$ cat src/rtl/multicycle_control.sv
// ============================================================================
// multicycle_control
//
// Control unit for a multicycle RV32-subset datapath. One instruction at a
// time walks through FETCH -> DECODE -> execute/memory/writeback states, and
// the unit drives the memory strobes, the datapath enables and the ALU
// operation for whichever state it is in. Memory states wait on mem_ready.
//
// Ports
//   clk        : single clock, all state changes on the rising edge
//   reset      : synchronous, active-high
//   Opcode     : instruction opcode field, valid from DECODE onward
//   Funct      : {funct7[5], funct3}
//   Zero       : ALU zero flag, used in BRANCH
//   mem_ready  : memory handshake, completes an access in the cycle it is high
//   InstrRead  : instruction fetch request
//   MemRead    : data load request
//   MemWrite   : data store request
//   PCWrite    : PC update enable
//   IRWrite    : instruction register load enable
//   RegWrite   : register file write enable
//   MemtoReg   : selects memory data for register writeback
//   ALUSrc     : selects the immediate as ALU operand B
//   Branch     : branch compare in progress
//   Operation  : ALU op (0010 add, 0110 sub, 0000 and, 0001 or)
//   Illegal    : sticky illegal-opcode flag, cleared only by reset
//   retired    : number of completed instructions, wraps at 16 bits
//   state      : current state encoding, for debug
// ============================================================================
module multicycle_control (
    input  logic        clk,
    input  logic        reset,
    input  logic [6:0]  Opcode,
    input  logic [3:0]  Funct,
    input  logic        Zero,
    input  logic        mem_ready,
    output logic        InstrRead,
    output logic        MemRead,
    output logic        MemWrite,
    output logic        PCWrite,
    output logic        IRWrite,
    output logic        RegWrite,
    output logic        MemtoReg,
    output logic        ALUSrc,
    output logic        Branch,
    output logic [3:0]  Operation,
    output logic        Illegal,
    output logic [15:0] retired,
    output logic [3:0]  state
);

    // Opcodes recognised by DECODE
    localparam logic [6:0] OPC_RTYPE  = 7'b0110011;
    localparam logic [6:0] OPC_ITYPE  = 7'b0010011;
    localparam logic [6:0] OPC_LOAD   = 7'b0000011;
    localparam logic [6:0] OPC_STORE  = 7'b0100011;
    localparam logic [6:0] OPC_BRANCH = 7'b1100011;

    // ALU operation codes
    localparam logic [3:0] OP_ADD = 4'b0010;
    localparam logic [3:0] OP_SUB = 4'b0110;
    localparam logic [3:0] OP_AND = 4'b0000;
    localparam logic [3:0] OP_OR  = 4'b0001;

    typedef enum logic [3:0] {
        FETCH    = 4'd0,
        DECODE   = 4'd1,
        EXEC_R   = 4'd2,
        EXEC_I   = 4'd3,
        MEM_ADDR = 4'd4,
        MEM_RD   = 4'd5,
        MEM_WR   = 4'd6,
        WB_R     = 4'd7,
        WB_MEM   = 4'd8,
        BRANCH   = 4'd9,
        ILLEGAL  = 4'd10
    } state_t;

    state_t      current_state;
    logic [3:0]  exec_op;
    logic        exec_src;
    logic        is_store;
    logic        illegal_flag;
    logic [15:0] retired_count;

    // R-type ALU op from {funct7[5], funct3}; unknown combinations add.
    function automatic logic [3:0] r_type_op(input logic [3:0] f);
        case (f)
            4'b1000: r_type_op = OP_SUB;
            4'b0111: r_type_op = OP_AND;
            4'b0110: r_type_op = OP_OR;
            default: r_type_op = OP_ADD;
        endcase
    endfunction

    // I-type ALU op from funct3 only; funct7[5] carries immediate bits here.
    function automatic logic [3:0] i_type_op(input logic [2:0] f3);
        case (f3)
            3'b111:  i_type_op = OP_AND;
            3'b110:  i_type_op = OP_OR;
            default: i_type_op = OP_ADD;
        endcase
    endfunction

    // State register plus the small amount of context that must survive
    // across states: the EXEC ALU setup is replayed during WB_R, and the
    // load/store choice is captured at DECODE so MEM_ADDR does not depend
    // on Opcode still being held. The retire counter advances on every
    // transition that completes an instruction.
    always_ff @(posedge clk) begin
        if (reset) begin
            current_state <= FETCH;
            retired_count <= 16'd0;
            illegal_flag  <= 1'b0;
            exec_op       <= OP_ADD;
            exec_src      <= 1'b0;
            is_store      <= 1'b0;
        end else begin
            case (current_state)
                FETCH: begin
                    if (mem_ready) begin
                        current_state <= DECODE;
                    end
                end
                DECODE: begin
                    case (Opcode)
                        OPC_RTYPE:  current_state <= EXEC_R;
                        OPC_ITYPE:  current_state <= EXEC_I;
                        OPC_LOAD: begin
                            is_store      <= 1'b0;
                            current_state <= MEM_ADDR;
                        end
                        OPC_STORE: begin
                            is_store      <= 1'b1;
                            current_state <= MEM_ADDR;
                        end
                        OPC_BRANCH: current_state <= BRANCH;
                        default: begin
                            illegal_flag  <= 1'b1;
                            current_state <= ILLEGAL;
                        end
                    endcase
                end
                EXEC_R: begin
                    exec_op       <= r_type_op(Funct);
                    exec_src      <= 1'b0;
                    current_state <= WB_R;
                end
                EXEC_I: begin
                    exec_op       <= i_type_op(Funct[2:0]);
                    exec_src      <= 1'b1;
                    current_state <= WB_R;
                end
                WB_R: begin
                    retired_count <= retired_count + 16'd1;
                    current_state <= FETCH;
                end
                MEM_ADDR: begin
                    current_state <= is_store ? MEM_WR : MEM_RD;
                end
                MEM_RD: begin
                    if (mem_ready) begin
                        current_state <= WB_MEM;
                    end
                end
                MEM_WR: begin
                    if (mem_ready) begin
                        retired_count <= retired_count + 16'd1;
                        current_state <= FETCH;
                    end
                end
                WB_MEM: begin
                    retired_count <= retired_count + 16'd1;
                    current_state <= FETCH;
                end
                BRANCH: begin
                    retired_count <= retired_count + 16'd1;
                    current_state <= FETCH;
                end
                ILLEGAL: begin
                    current_state <= ILLEGAL;
                end
                default: begin
                    current_state <= FETCH;
                end
            endcase
        end
    end

    // Output decode. IRWrite/PCWrite in FETCH and PCWrite in BRANCH must
    // react to mem_ready and Zero in the same cycle, so this is decoded from
    // the registered state plus those inputs. Holding reset forces every
    // strobe and enable low even though the state register already reads
    // FETCH, so the first fetch request appears once reset is released.
    always_comb begin
        InstrRead = 1'b0;
        MemRead   = 1'b0;
        MemWrite  = 1'b0;
        PCWrite   = 1'b0;
        IRWrite   = 1'b0;
        RegWrite  = 1'b0;
        MemtoReg  = 1'b0;
        ALUSrc    = 1'b0;
        Branch    = 1'b0;
        Operation = OP_ADD;
        if (!reset) begin
            case (current_state)
                FETCH: begin
                    InstrRead = 1'b1;
                    IRWrite   = mem_ready;
                    PCWrite   = mem_ready;
                end
                EXEC_R: begin
                    ALUSrc    = 1'b0;
                    Operation = r_type_op(Funct);
                end
                EXEC_I: begin
                    ALUSrc    = 1'b1;
                    Operation = i_type_op(Funct[2:0]);
                end
                WB_R: begin
                    RegWrite  = 1'b1;
                    ALUSrc    = exec_src;
                    Operation = exec_op;
                end
                MEM_ADDR: begin
                    ALUSrc    = 1'b1;
                    Operation = OP_ADD;
                end
                MEM_RD: begin
                    MemRead = 1'b1;
                end
                MEM_WR: begin
                    MemWrite = 1'b1;
                end
                WB_MEM: begin
                    RegWrite = 1'b1;
                    MemtoReg = 1'b1;
                end
                BRANCH: begin
                    ALUSrc    = 1'b0;
                    Operation = OP_SUB;
                    Branch    = 1'b1;
                    PCWrite   = Zero;
                end
                default: begin
                end
            endcase
        end
    end

    assign Illegal = illegal_flag;
    assign retired = retired_count;
    assign state   = current_state;

endmodule

$ cat config.mk
export PLATFORM = sky130hd
export DESIGN_NAME = multicycle_control
export DESIGN_NICKNAME = d
export VERILOG_FILES = /design/src/rtl/multicycle_control.sv
export SDC_FILE = /design/constraint.sdc
export NUM_CORES = 1
export LEC_CHECK = 0
export ABC_AREA = 1
export BUFFER_PORTS_ARGS = -buffer_cell sky130_fd_sc_hd__buf_2
export CORE_AREA = 3 3 69 71
export CTS_CLUSTER_DIAMETER = 200
export DETAILED_ROUTE_END_ITERATION = 7
export DIE_AREA = 0 0 72 74
export SLEW_MARGIN = 5
export SYNTH_ARGS = -nofsm -noshare
export SYNTH_HDL_FRONTEND = slang
export SYNTH_SLANG_ARGS = --single-unit
$ cat constraint.sdc
create_clock -name clk -period 1.49 [get_ports clk]
set_input_delay 0.0745 -clock clk [delete_from_list [all_inputs] [get_ports clk]]
set_output_delay 0.0745 -clock clk [all_outputs]
set_load 0.05 [all_outputs]
**Word-level counts from Yosys, hierarchy flattened**

Cells that the tools add are included.

- Output and inout port bits: 34
- Word-level logic and storage cells: 78
- Register bits after elaboration: 27
- Input port bits: 15

- Equality and inequality tests: 23
- Add/sub/neg operators: 1
- Bitwise logic cells: 1
- Multiplexer cells: 33
- Reduce and logical (&&, ||, !) cells: 14

Operator list:

| cell | count |
|---|---|
| $pmux 16 s2 | 1 |
| $pmux 4 s4 | 2 |
| $pmux 4 s7 | 1 |
| $eq 4x3->1 const B | 6 |
| $add 16x1->16 const B | 1 |
| $eq 4x4->1 const B | 4 |
| $mux 1 | 16 |
| $mux 16 | 1 |
| $mux 4 | 4 |
| $eq 7x6->1 const B | 2 |
| $pmux 3 s3 | 1 |
| $eq 4x2->1 const B | 2 |
| $pmux 1 s2 | 4 |
| $pmux 4 s2 | 1 |
| $reduce_or 2->1 | 4 |
| $eq 7x2->1 const B | 1 |
| $eq 7x5->1 const B | 1 |
| $eq 7x7->1 const B | 1 |
| $eq 3x3->1 const B | 2 |
| $ne 2x2->1 const B | 3 |
| $reduce_and 2->1 | 3 |
| $reduce_bool 2->1 | 3 |
| $reduce_or 5->1 | 1 |
| $eq 4x1->1 const B | 1 |
| 6 further kinds | 6 |

**Logic depth before layout (Yosys ltp)**

- Depth in word-level cells: 4
- Depth in mapped cells: 9
- Gate-level depth less buffers: 9

**Worst setup path after synthesis**

Ideal clock, no wire load.

- Path type: register -> output
- Start: reg current_state[0], in the netlist state[0]
- End: out Operation[2]
- Buffers on the path: 0
- Cell stages (with the launch flop): 5
- Path slack: -552 ps
- Arrival time: 1968 ps
- Data required time: 1416 ps
- Cell sequence: dfxtp_1 nand2_1 nor2_1 inv_1 a31oi_1

- Word-level cells in the longest chain between the ends: 3

RTL lines:

| what | line | source |
|---|---|---|
| from (decl) | 79 | `state_t current_state;` |
| from (signal assigned) | 159 | `current_state <= is_store ? MEM_WR : MEM_RD;` |
| $eq 4x4->1 (tied with other cells) | 207 | `case (current_state)` |
| $pmux 4 s4 * | 207 |  |
| $mux 4 * | 206 | `if (!reset) begin` |
| to (decl) | 46 | `output logic [3:0] Operation,` |

Every way passes the cells marked *; elsewhere a longest branch is shown, timed or not.

**Worst setup path after layout**

Same ends and word-level chain as after synthesis.

==> impl_summary.txt <==
----------------------------------------------------
[Clock network]
  Total clock buffers created by CTS ... 3
  Largest buffer count on any clock path ... 2
  Clock transition time at the flip-flop clock pins of the worst setup and hold paths ... 0.11 ns
  CTS tree ... done
  Insertion delay of the later-clocked pin in the worst-skew pair ... 0.29 ns
  CTS sink count ... 26
  Total number of H-tree levels ... 1
  Cell at the root of the clock tree ... sky130_fd_sc_hd__clkbuf_8

[STA]
  Slew Limit Fails ... 0
  Post-route clock period utilization ... 106%
  Final critical delay including setup and external delays ... 1.57 ns
  Setup repair after global routing missed its margin ... true
  Worst clock skew on the final layout ... 0.00899 ns
  Total setup violations reported at the end of the flow ... 5
  Number of hold violations in the final report ... 0
  Final critical-path setup slack ... -0.0828 ns
  Maximum clock frequency ... 0.636 GHz

[Synthesis]
  Primary flip-flop cell chosen by synthesis mapping ... sky130_fd_sc_hd__dfxtp_1
  Ys Warns ... 0
  Multiplexer fraction of the synthesized cell area ... 0%
  Proportion of synthesized flip-flops having asynchronous set or reset ... 0%
  Part of the Yosys area used for sequential elements ... 31.6%
  Share of the synthesized area in compound gates (AO/OA/AOI/OAI) ... 15.4%
  Seq cells post-synth ... 26
  Gate count of the mapped netlist ... 272
  Synth top area share ... 31.6%
  Syn avg cell area ... 6.06 um^2
  Syn nets ... 288
  Post-synthesis cell type with the largest combined area ... sky130_fd_sc_hd__dfxtp_1
  Ranking of synthesized cells by area ... sky130_fd_sc_hd__dfxtp_1, sky130_fd_sc_hd__nand2_1, sky130_fd_sc_hd__inv_1
  Most frequent cell after synthesis ... sky130_fd_sc_hd__nand2_1
  Adder-cell share of the synthesized area ... 0.759%
  Count of cell types in the netlist ... 31
  Netlist Area Pre-Place ... 1650 um^2
  Largest family of logic cells by synthesized area ... simple AND/OR/NAND/NOR gates
  Simple-Gate Fraction of Synth Area ... 38.2%
  Top cells by instance count after synthesis ... sky130_fd_sc_hd__nand2_1, sky130_fd_sc_hd__inv_1, sky130_fd_sc_hd__nor2_1, sky130_fd_sc_hd__dfxtp_1, sky130_fd_sc_hd__a21oi_1
  Xor and xnor fraction of the mapped netlist area ... 1.06%
  Number of enable-type register cells in the synthesized netlist ... 0

[GRT]
  Global-route wire length before repair ... 7340 um
  GRT busiest layer ... met2
  Number of global-route vias before repair ... 1702
  Residual overflow from global routing ... 0
  Number of antenna violations at the first check in global routing ... 0
  Global-route track usage on met3 ... 3.11%
  GRT Total Usage ... 16.9%
  Met2 Use GR ... 31.0%
  Largest net degree at the start of global routing ... 19
  Met1 routing resource usage after global routing ... 20.9%

[Worst setup path]
  Crit path top cell by count ... sky130_fd_sc_hd__inv_1
  Critical Path AT ... 1.50 ns
  Class of the most critical setup path ... reg -> out
  CP Max Fanout ... 6
  Register-to-register path setup slack ... 0.01 ns
  Required @ worst endpoint ... 1.42 ns
  Startpoint of the worst register-to-register path ... state[2]
  Delay of the slowest critical-path stage ... 0.38 ns
  Worst r2r path cells ... 8
  R2r endpoint ... retired[6]
  Critical path's slowest cell ... sky130_fd_sc_hd__dfxtp_4
  Critical path endpoint category ... output pin
  Startpoint type of the worst setup path ... flip-flop
  Critical-path cell list ... inv_1 > nand2_2 > nor3_1 > inv_1 > a31oi_4 > buf_6

[Placement]
  Placer Congestion ... 0.865
  Cell area reported after detailed placement ... 2050 um^2
  Post-detail-place hpwl ... 3220 um
  Number of buffers inserted by port buffering ... 47

[Final layout]
  Post-route design area ... 2350 um^2
  P&R area growth vs syn ... 42.7%
  Diode insertion count for antenna repair ... 0
  Post-layout utilization of the core ... 54.8%
  Multi-input combinational cell area ... 1050 um^2
  Fin nets ... 353
  Count of fill cells added during filler insertion ... 418
  Layout cells sized above 1 ... 37.5%
  Area of all sequential standard cells ... 546 um^2

[Routing]
  First-iteration detailed-routing DRC count ... 94
  Antenna Violating Nets Remaining ... 0
  Detailed-route DRC error count ... 0
  Initial DRT Pass Iterations ... 4
  Post-Route WL ... 4490 um
  Detail-routed net length per standard cell ... 11.6 um
  Count of vias placed by the detailed router ... 1877
  Per-cell via count in the routed design ... 4.84

[Floorplanning]
  Die area ... 5330 um^2
  Floorplan die height ... 74 um
  Placeable core region ... 4290 um^2
  I/O pins ... 49
  Initial core utilization ... 38.4%
  Cell Rows ... 24
  DIE WIDTH ... 72 um

[Worst hold path]
  Capture endpoint of the worst hold path ... is_store
  Hold path depth ... 3
  Hold path start ... Opcode[5]
  Hold Path Class ... in -> reg

[Power]
  Reported leakage power ... 1.08 nW
  Worst-case vdd ir drop ... 1610 uV
  Total power per unit cell area ... 1430 nW/um^2
  Post-layout total power ... 0.00337 W

[Flow run]
  Number of maximum-capacitance constraint violations ... 0

[Run status]
  Result of the run ... complete, but fails checks
  Failing checks ... setup timing

----------------------------------------------------
-- cells in the final DEF (no fill, tap or decap), drive strengths merged, types with 2 or more instances in the layout --
cell / n
nand2: 74
buf: 64
nor2: 50
inv: 46
dfxtp: 26
a21oi: 19
o21ai: 17
nand3: 12
nand4: 5
nor3: 4
clkbuf: 3
o2111ai: 2
a31oi: 2
a211oi: 2
-- through the flow --
stage	hold slack (ns)	setup TNS [ns]	cells	worst slack [ns]
after floorplan	0.250	0	272	0.00112
after global placement	0.385	0	375	0.0804
after detailed placement	0.391	0	375	0.0599
after CTS	0.0723	-0.294	382	-0.0822
after global routing	0.0958	-1.90	388	-0.163
final	0.0715	-0.224	388	-0.0828
-- sequential cells by signal (all words and copies together) (netlist names) --
signal and flops:
state 4, exec_src 1, Illegal 1, is_store 1, exec_op 3, retired 16
-- power by group --
part           internal [W]  switching [W]  total [W]  leakage (nW)
sequential         0.000825       0.000121   0.000946         0.217
combinational      0.000594        0.00121    0.00180         0.830
clock              0.000360       0.000259   0.000619        0.0357
total               0.00178        0.00159    0.00337          1.08
-- area by class of cell --
class / instances / area share (%)
multi-input cells: 195 / 44.5
flip-flops and latches: 26 / 23.2
repair buffers: 64 / 18.6
inverters: 47 / 7.87
clock buffers: 3 / 1.76
well taps: 52 / 2.77
clock inverters: 1 / 1.28
-- repair_timing --
action	CTS	global route
cloned	0	1
pin swaps	3	6
endpoints found under the setup margin	10	25
hold buffers	0	0
buffers inserted	3	5
endpoints found under the hold margin	0	0
gates resized for setup	35	25
-- how the worst max path moves through the flow --
stage	startpoint	end	slack [ns]
after floorplan	retired[5]	retired[9]	0.001
after global placement	state[3]	retired[2]	0.08
after detailed placement	retired[1]	retired[10]	0.06
after CTS	state[3]	Operation[1]	-0.08
after global routing	state[3]	Operation[0]	-0.16
final	state[0]	Operation[2]	-0.08
-- worst max-delay path, delay by kind of cell (launching register included) --
family,cells,cell delay [ns]
flip-flops,1,0.38
AND/OR/NAND/NOR,2,0.31
AO/OA/AOI/OAI,1,0.14
buffers and inverters,3,0.39
-- per-layer routing --
layer,wire length [um],vias up
li1,-,977
met1,2030,848
met2,2190,46
met4,36,0
met5,0,-
met3,235,6
-- cells by family after synthesis --
family | count (synthesis)
compound gates | 45
xor+xnor | 2
fa+ha+maj | 1
buf+inv | 52
flops | 26
other cells | 1
simple gates | 145
Power figures use the tool's default switching activity.
